<file path="src/rtl/arb8_mux_sched.sv">
// Round-robin arbiter driving the select lines of a shared 8:1 single-bit mux.
// Owners keep the grant for up to HOLD_MAX cycles while others wait; lone owners keep it.
module arb8_mux_sched #(
   parameter int unsigned HOLD_MAX = 4
) (
   input  logic       clk,
   input  logic       rst_n,
   input  logic [7:0] req,
   input  logic [7:0] din,
   output logic [7:0] grant,
   output logic [2:0] sel,
   output logic       valid,
   output logic       dout
);

   localparam int unsigned N      = 8;
   localparam int unsigned SEL_W  = 3;
   localparam int unsigned HOLD_W = 4;

   typedef enum logic [0:0] {
      IDLE  = 1'b0,
      GRANT = 1'b1
   } state_t;

   state_t              state, state_nx;
   logic [SEL_W-1:0]    ptr, ptr_nx;
   logic [HOLD_W-1:0]   hold_cnt, hold_nx;
   logic [N-1:0]        grant_nx;
   logic [SEL_W-1:0]    sel_nx;
   logic                valid_nx;
   logic [N-1:0]        others;
   logic [SEL_W-1:0]    succ;
   logic                hold_full;
   logic                release_c;

   // First set bit of vec scanning circularly upward from start.
   function automatic logic [SEL_W-1:0] rr_pick(input logic [N-1:0] vec,
                                                input logic [SEL_W-1:0] start);
      logic [SEL_W-1:0] idx;
      logic             hit;
      rr_pick = start;
      hit     = 1'b0;
      for (int i = 0; i < N; i++) begin
         idx = start + SEL_W'(i);
         if (!hit && vec[idx]) begin
            rr_pick = idx;
            hit     = 1'b1;
         end
      end
   endfunction

   // State and output registers.
   always_ff @(posedge clk) begin
      if (!rst_n) begin
         state    <= IDLE;
         ptr      <= '0;
         hold_cnt <= '0;
         grant    <= '0;
         sel      <= '0;
         valid    <= 1'b0;
      end else begin
         state    <= state_nx;
         ptr      <= ptr_nx;
         hold_cnt <= hold_nx;
         grant    <= grant_nx;
         sel      <= sel_nx;
         valid    <= valid_nx;
      end
   end

   // Next-state and arbitration decision.
   always_comb begin
      state_nx  = state;
      ptr_nx    = ptr;
      hold_nx   = hold_cnt;
      grant_nx  = grant;
      sel_nx    = sel;
      valid_nx  = valid;
      others    = req & ~(N'(1) << sel);
      succ      = sel + SEL_W'(1);
      hold_full = (hold_cnt == HOLD_W'(HOLD_MAX));
      release_c = !req[sel] || (hold_full && (others != '0));

      unique case (state)
         IDLE: begin
            if (req != '0) begin
               sel_nx   = rr_pick(req, ptr);
               grant_nx = N'(1) << rr_pick(req, ptr);
               valid_nx = 1'b1;
               hold_nx  = HOLD_W'(1);
               state_nx = GRANT;
            end
         end
         GRANT: begin
            if (release_c) begin
               ptr_nx = succ;
               if (others != '0) begin
                  // Hand over in the same edge so the mux never idles.
                  sel_nx   = rr_pick(others, succ);
                  grant_nx = N'(1) << rr_pick(others, succ);
                  valid_nx = 1'b1;
                  hold_nx  = HOLD_W'(1);
               end else begin
                  grant_nx = '0;
                  valid_nx = 1'b0;
                  hold_nx  = '0;
                  state_nx = IDLE;
               end
            end else if (!hold_full) begin
               hold_nx = hold_cnt + HOLD_W'(1);
            end
         end
         default: begin
            state_nx = IDLE;
            grant_nx = '0;
            valid_nx = 1'b0;
         end
      endcase
   end

   assign dout = valid & din[sel];

endmodule

</file>
<file path="config.mk">
export PLATFORM = sky130hd
export DESIGN_NAME = arb8_mux_sched
export DESIGN_NICKNAME = d
export VERILOG_FILES = /design/src/rtl/arb8_mux_sched.sv
export SDC_FILE = /design/constraint.sdc
export NUM_CORES = 1
export LEC_CHECK = 0
export ABC_AREA = 0
export CORE_MARGIN = 4
export CORE_UTILIZATION = 30
export CTS_BUF_LIST = sky130_fd_sc_hd__clkbuf_8
export DETAILED_ROUTE_END_ITERATION = 8
export GPL_ROUTABILITY_DRIVEN = 0
export PLACE_DENSITY = 0.5
export SETUP_SLACK_MARGIN = 0.2
export SYNTH_ARGS = -nofsm -noshare
export SYNTH_HDL_FRONTEND = slang
export SYNTH_SLANG_ARGS = --single-unit
</file>
<file path="constraint.sdc">
create_clock -name clk -period 5.97 [get_ports clk]
set_clock_uncertainty 0.2 [all_clocks]
set_input_delay 1.4925 -clock clk [delete_from_list [all_inputs] [get_ports clk]]
set_output_delay 1.4925 -clock clk [all_outputs]
set_load 0.02 [all_outputs]
</file>
# Yosys cells after proc, flatten, opt, wreduce, memory -nomap -nowiden
# Index checks and enable logic that the tools add are counted.
totals:
  input_bits: 18
  output_inout_bits: 13
  regBits: 20
op_classes:
  bitwise_logic: 4
  eq_ne: 5
  n_addsub: 16
  magnitude_cmp: 17
  reduce_logical: 37
  shifts: 3
  muxes: 121
ops:
  columns: ["cell", "count"]
  rows:
  - ["2-to-1 mux 1 bit", 73]
  - ["< comparator 3 x 4 -> 1 bit (second input constant)", 17]
  - ["2-to-1 mux 3 bit", 19]
  - ["binary-select mux 1 bit (select 3 bit)", 18]
  - ["adder 3 bit (second input constant)", 8]
  - ["2-to-1 mux 8 bit", 3]
  - ["left shift 1 x 3 -> 8 bit (first input constant)", 3]
  - ["case mux 8 bit (2 select lines)", 1]
  - ["nonzero test 8 bit", 2]
  - ["logical AND 1 bit", 15]
  - ["zero test 1 bit", 15]
  - ["adder 3 x 2 -> 3 bit (second input constant)", 4]
  - ["2-to-1 mux 4 bit", 3]
  - ["adder 3 x 1 -> 3 bit (second input constant)", 3]
  - ["bitwise AND 8 bit", 1]
  - ["NOT 8 bit", 1]
  - ["case mux 4 bit (2 select lines)", 1]
  - ["case mux 3 bit (2 select lines)", 1]
  - ["AND reduction 2 bit", 3]
  - ["adder 4 x 1 -> 4 bit (second input constant)", 1]
  - ["== test 4 x 3 -> 1 bit (second input constant)", 1]
  - ["inequality test 2 x 1 -> 1 bit (second input constant)", 2]
  - ["case mux 1 bit (2 select lines)", 2]
  - ["inequality test 3 x 2 -> 1 bit (second input constant)", 1]
  - ["5 further kinds", 5]

# Logic depth before layout (Yosys ltp)
# Gate-level depths: netlist of run 1.
depth:
  word_depth: 55
  depth_mapped: 14

# Worst setup path before layout of run 1
# Ideal clock, no wire load.
synth_path:
  path_type: "in2reg"
  startpoint: "in req[6]"
  endpoint: "reg grant[2]"
  path_slack_ns: 1.841
  arrival_ns: 3.855
  required_time_ns: 5.696
  cell_stages: 10
  n_path_buf: 1
  path_cell_list: "clkbuf_1 -> mux4_2 -> nand2_1 -> nand2_1 -> nor3_2 -> nand4_1 -> nand3_1 -> mux2_2 -> or4b_1 -> o211ai_2"
synth_via:
  elab_chain_cells: 53
  elab_cells_between_ends: 145
  classes_between: "2 x eq/ne; 2 x shift; 106 x mux; 1 x bitwise; 34 x reduce/logical"
synth_lines:
  columns: ["element", "line", "text"]
  rows:
  - ["from (decl)", "8", "input logic [7:0] req,"]
  - ["bitwise AND 8 bit", "79", "others = req & ~(N'(1) << sel);"]
  - ["binary-select mux 1 bit (select 3 bit)", "45", "if (!hit && vec[idx]) begin"]
  - ["2-to-1 mux 1 bit (not written as such)", "45", null]
  - ["2-to-1 mux 1 bit", "45", null]
  - ["2-to-1 mux 1 bit", "97", "if (others != '0) begin"]
  - ["2-to-1 mux 1 bit", "95", "if (release_c) begin"]
  - ["2-to-1 mux 1 bit", "84", "unique case (state)"]
  - ["zero test 1 bit", "45", null]
  - ["[37 not listed]", null, null]
  - ["2-to-1 mux 3 bit", "45", null]
  - ["2-to-1 mux 3 bit", "97", null]
  - ["2-to-1 mux 3 bit", "95", null]
  - ["2-to-1 mux 3 bit", "84", null]
  - ["left shift 1 x 3 -> 8 bit", "100", "grant_nx = N'(1) << rr_pick(others, succ);"]
  - ["2-to-1 mux 8 bit", "97", null]
  - ["2-to-1 mux 8 bit", "95", null]
  - ["case mux 8 bit (2 select lines)", "84", null]
  - ["to (signal assigned)", "65", "grant <= grant_nx;"]
  - ["to (decl)", "10", "output logic [7:0] grant,"]
# Several ways; a longest one is shown, not always the timed one. The select of a mux whose other input is x is not followed.
# A chain may end at the register's enable or synchronous reset.

# Final worst setup path of run 1
layout_path:
  startpoint: "in req[4]"
  endpoint: "reg grant[2]"
# The elaborated chain is that of the path after synthesis.

==> impl_metrics.py, run 1 <==
metrics = {
    "worst_setup_path": {
        "worstSetupEndpointType": "flop",
        "startpoint_type": "input pin",
        "worstReg2RegStart": "sel[0]",
        "crit_chain": "clkdlybuf4s50_1 -> a21boi_0 -> mux2i_1 -> mux4_2 -> nor2_1 -> nand4_1 -> nand3_1 -> mux2_2 -> or4b_1 -> o211ai_2",
        "critical_path_required_ps": 5960,
        "crit_path_start": "req[4]",
        "r2r_setup_slack_ps": 1200,
        "r2r_end": "grant[2]",
        "crit_family": "multiplexers",
        "worstSetupPathType": "in2reg",
        "endpoint": "grant[2]",
        "crit_cells": 10,
        "max_stage_delay_ps": 770,
        "cp_max_fo": 14,
        "cp_num_buf_inv": 1,
        "slowest_stage": "clkdlybuf4s50_1",
        "cp.arrival_ps": 4900,
        "reg2reg_depth": 11,
    },
    "global_routing": {
        "antenna_found_initial": 0,
        "grt_pass1_wl_um": 15600,
        "grt_use_total_pct": 14.6,
        "grt_pass1_vias": 3051,
        "grt_max_degree": 22,
        "grt_overflow": 0,
    },
    "clock_network": {
        "cts_tree": "yes",
        "clk_latency_ps": 260,
        "cts_resized": 0,
        "cts_hold_buf": 0,
        "clk_path_buf_depth": 2,
        "path_clk_slew_ps": 80,
        "cts.htree.levels": 1,
        "post_cts_buffers": 0,
        "clock-root-buffer": "clkbuf_8",
        "cts_buffers": 3,
        "clock-sinks": 20,
    },
    "yosys": {
        "async_flop_share_pct": 0,
        "syn_area_um2": 3210,
        "avgSynthCellArea_um2": 8.39,
        "synth.area.top_cells": "mux4_2 15%, dfxtp_1 12%, mux2i_1 6.2%",
        "synth_flop_cell": "dfxtp_1",
        "synth_cell_type_count": 73,
        "synth_nets": 413,
        "yosysSeqAreaShare_pct": 12.5,
        "syn_inst": 383,
        "yosys_warnings": 0,
        "yosysTopAreaCellShare_pct": 15.4,
        "synth_largest_area_cell": "mux4_2",
        "ys_ff_latch": 20,
        "synth_edf_count": 0,
    },
    "route": {
        "top_layer_used": "met4",
        "wl_met3_um": 320,
        "antenna_left": 0,
        "route.detailed.wl_per_inst_um": 17.1,
        "met2WireLength_um": 4420,
        "wl_um": 9100,
        "viasPerCell": 5.86,
        "wl_met1_um": 4290,
        "drt_pass1_iterations": 5,
        "drc": 0,
        "drtIter0Drc": 205,
        "vias": 3123,
    },
    "floorplan": {
        "die_height_um": 112,
        "rows": 37,
        "ios": 31,
        "dieArea_um2": 12400,
        "core_area_um2": 10400,
        "start_util_pct": 31.0,
        "die_width_um": 112,
    },
    "layout": {
        "mostFrequentLayoutCell": "nand2_1",
        "layout.cells.non_filler": 533,
        "nNetsFinal": 429,
        "drive_gt1_share_pct": 14.9,
        "final_cell_mix": "41 x nand2_1, 30 x clkdlybuf4s50_1, 25 x nor2_1",
        "syn_to_final_growth_pct": 13.2,
        "diodes": 0,
    },
    "flow_run": {
        "drv_cap": 0,
    },
    "pwr": {
        "power_leakage_uw": 0.00127,
        "p_per_area_nw_per_um2": 522,
        "p_total_uw": 1900,
        "ir_worst_vdd_mv": 0.345,
    },
    "sta": {
        "maxSlewViolCount": 0,
        "worst_pin_slew_ps": 916,
        "slew_headroom_pct": 38.9,
        "hold_violations": 0,
        "fin_setup_tns_ps": 0,
        "setup_viol": 0,
        "fin_crit_sh_pct": 82.2,
        "period_minus_slack_ps": 4910,
        "fmax_ghz": 0.204,
        "rsz0062_at_grt": "false",
    },
    "min_path": {
        "hold_class": "reg2reg",
    },
    "placement": {
        "port_buffers": 30,
        "dp_cells": 530,
        "dpl.hpwl_um": 6970,
    },
    "outcome": {
        "outcome": "completed",
    },
}
-- routing by layer --
| metal | track usage (%) | up-vias |
|---|---|---|
| li1 | - | 1514 |
| met1 | 20.7 | 1528 |
| met2 | 24.6 | 73 |
| met3 | 0.870 | 8 |
| met4 | 2.68 | 0 |
| met5 | 0 | - |
-- tightest hold or removal path, cell delays in order, from the launching register on --
cell and delay (ps):
dfxtp_1 320, nand2_1 50, a21oi_1 50
-- registers in the layout, summed over array words and instances (netlist names) --
name,cells
grant,8
state,1
sel,3
ptr,3
valid,1
hold_cnt,4
-- cells by family (layout without fill, tap and decap cells) --
group / Yosys count / after routing / share of synthesized area [%]
xor gates and xnor gates: 11 / 11 / 3.46
DFF: 20 / 20 / 12.5
adders and majority gates: 12 / 12 / 4.67
muxes: 51 / 51 / 24.9
AOI/OAI and AO/OA: 99 / 99 / 23.9
buffers and inverters: 41 / 55 / 6.03
and+or+nand+nor: 149 / 149 / 24.6
-- cell usage after synthesis, types with 4 or more instances --
cell type  number
o21a_1          4
nor3_1          9
a21boi_0        5
mux2i_1        20
xnor2_1         6
o31ai_1         4
nand4_1        10
a21oi_1        21
nand3b_1        4
dfxtp_1        20
o21ai_0        10
mux2_2          8
nor4_1          6
o211ai_1        5
nand2_1        41
a31oi_1         4
ha_1           12
and2_1          4
inv_1          13
a22oi_1         4
mux4_2         22
nor2b_1         5
nand3_1        17
nand2b_1       10
clkbuf_1       15
nor2_1         25
a211oi_1        5
-- through the flow --
step | setup slack, ps | cell area, µm² | hold WS [ps] | util, %
floorplan | 1840 | 3210 | 276 | -
global placement | 806 | 3600 | 265 | 34.7
detailed placement | 821 | 3600 | 268 | 34.7
CTS | 1060 | 3640 | 279 | 35.1
global route | 801 | 3640 | 307 | 35.1
finish | 1060 | 3640 | 270 | 35.1
-- area by class of cell --
cell class | instances | area [µm²]
fillers | 1118 | 6730
multi-input cells | 322 | 2620
flip-flops and latches | 20 | 400
repair buffers | 36 | 345
well taps | 136 | 170
inverters | 16 | 62.6
clock buffers | 3 | 41.3
-- power breakdown --
group          internal, µW  total [µW]  switching, µW  leakage [µW]
clock network          45.1        90.7           45.6     0.0000216
registers               168         238           70.3      0.000164
logic                   655        1570            915       0.00108
-- how the worst min path moves through the flow --
stage                start           to  slack, ps  depth (start not counted)
6_report             valid        valid        270                          2
3_3_place_gp         valid        valid        260                          2
2_1_floorplan  hold_cnt[1]  hold_cnt[1]        280                          2
5_1_grt              valid        valid        310                          2
4_1_cts              valid        valid        280                          2
3_5_place_dp         valid        valid        270                          2
(Power assumes the default switching activity.)
==> run 2, diff against run 1 <==
PLACE_DENSITY = 0.52   (was 0.5)
clock period = 4.5 ns   (was 5.97 ns; I/O delays follow)
==> impl_metrics.py, run 2 (synthesized netlist as in run 1, its figures left out) <==
metrics = {
    "outcome": {
        "outcome": "completed",
    },
    "sta": {
        "setup_viol": 0,
        "fin_crit_sh_pct": 92.3,
        "whs_ps": 289,
        "period_minus_slack_ps": 4160,
        "worst_pin_slew_ps": 955,
        "fmax_ghz": 0.241,
        "slew_headroom_pct": 36.3,
        "layout_setup_ws_ps": 345,
        "maxSlewViolCount": 0,
        "rsz0062_at_grt": "false",
        "hold_violations": 0,
        "fin_setup_tns_ps": 0,
    },
    "clock_network": {
        "cts.htree.levels": 1,
        "path_clk_slew_ps": 80,
        "clock-sinks": 20,
        "clk_latency_ps": 260,
        "cts_resized": 0,
        "cts_hold_buf": 0,
        "clock-root-buffer": "clkbuf_8",
        "cts_tree": "yes",
        "post_cts_buffers": 0,
        "cts_buffers": 3,
        "clk_path_buf_depth": 2,
    },
    "floorplan": {
        "core_area_um2": 10400,
        "ios": 31,
        "start_util_pct": 31.0,
        "die_width_um": 112,
        "die_height_um": 112,
        "dieArea_um2": 12400,
        "rows": 37,
    },
    "layout": {
        "regMostFlops": "grant",
        "drive_gt1_share_pct": 23.0,
        "final_cell_mix": "42 x buf_4, 41 x nand2_1, 30 x clkdlybuf4s50_1",
        "layout.cells.non_filler": 570,
        "largest_reg_flops": 8,
        "mostFrequentLayoutCell": "buf_4",
        "nFillCells": 1062,
        "largest_registers": "grant (8), hold_cnt (4)",
        "nNetsFinal": 466,
        "syn_to_final_growth_pct": 23.6,
        "diodes": 0,
    },
    "worst_setup_path": {
        "cp.arrival_ps": 4150,
        "worstSetupEndpointType": "flop",
        "worstSetupPathType": "in2reg",
        "critical_path_required_ps": 4490,
        "r2r_setup_slack_ps": 510,
        "max_stage_delay_ps": 530,
        "slowest_stage": "mux4_2",
        "crit_chain": "clkdlybuf4s50_1 -> a21boi_1 -> mux4_2 -> or2b_2 -> and2_1 -> nand4_1 -> nand3_2 -> mux2_2 -> or4b_1 -> o211ai_2",
        "reg2reg_depth": 11,
        "r2r_end": "grant[2]",
        "cp_max_fo": 5,
        "crit_path_start": "req[6]",
        "startpoint_type": "input pin",
        "worstReg2RegStart": "sel[2]",
    },
    "route": {
        "viasPerCell": 5.89,
        "drc": 0,
        "drtIter0Drc": 206,
        "route.detailed.wl_per_inst_um": 17.2,
        "antenna_left": 0,
        "drt_pass1_iterations": 4,
        "vias": 3357,
        "wl_um": 9830,
    },
    "placement": {
        "dp_slack_ps": 49.0,
        "dp_cells": 567,
        "port_buffers": 30,
        "dpl.hpwl_um": 7630,
    },
    "pwr": {
        "p_per_area_nw_per_um2": 718,
        "ir_worst_vdd_mv": 0.304,
        "p_total_uw": 2850,
        "power_leakage_uw": 0.00147,
    },
    "min_path": {
        "hold_class": "reg2reg",
        "min_from": "valid",
        "holdPathStages": 2,
        "hold_end": "valid",
    },
    "global_routing": {
        "grt_overflow": 0,
        "grt_pass1_vias": 3216,
        "grt_use_total_pct": 15.3,
        "grt_max_degree": 27,
        "grt_pass1_wl_um": 16200,
        "antenna_found_initial": 0,
    },
    "flow_run": {
        "drv_cap": 0,
    },
}
run 2: worst max path at each step:
stage	endpoint	slack [ps]	cells after the start
floorplan	sel[0]	720	12
CTS	grant[0]	310	11
global route	grant[2]	180	11
global placement	grant[0]	30	11
detailed placement	grant[2]	50	10
finish	grant[2]	340	10
run 2: per-layer routing:
layer,up-vias,GRT usage [%],share of wire (%)
met5,-,0,0
met4,0,5.35,1.8
met3,16,0.761,3.7
met2,99,25.4,49
met1,1660,21.3,46
li1,1582,-,-
run 2: worst max-delay path, delay by kind of cell:
family	cells	cell delay, ps
AOI/OAI and AO/OA	2	340
buffers and inverters	1	520
muxes	2	920
and+or+nand+nor	5	1240
run 2: area by class of cell:
type / instances / area, µm² / area share, %
multi-input cells: 322 / 2660 / 67.0
inverters: 16 / 62.6 / 1.58
repair buffers: 73 / 636 / 16.0
well taps: 136 / 170 / 4.28
flip-flops and latches: 20 / 400 / 10.1
clock buffers: 3 / 41.3 / 1.04
run 2: power by group:
group          switching [µW]  total [µW]  leakage, µW  internal [µW]
registers                66.8         289     0.000164            223
clock network            56.9         116    0.0000216           59.5
logic                    1350        2440      0.00128           1100
total                    1470        2850      0.00147           1380
run 2: through the flow:
stage / area (µm²) / utilization (%)
after global placement: 3890 / 37.5
final: 3970 / 38.3
after global routing: 3970 / 38.3
after detailed placement: 3890 / 37.5
after CTS: 3930 / 37.9
after floorplan: 3210 / -
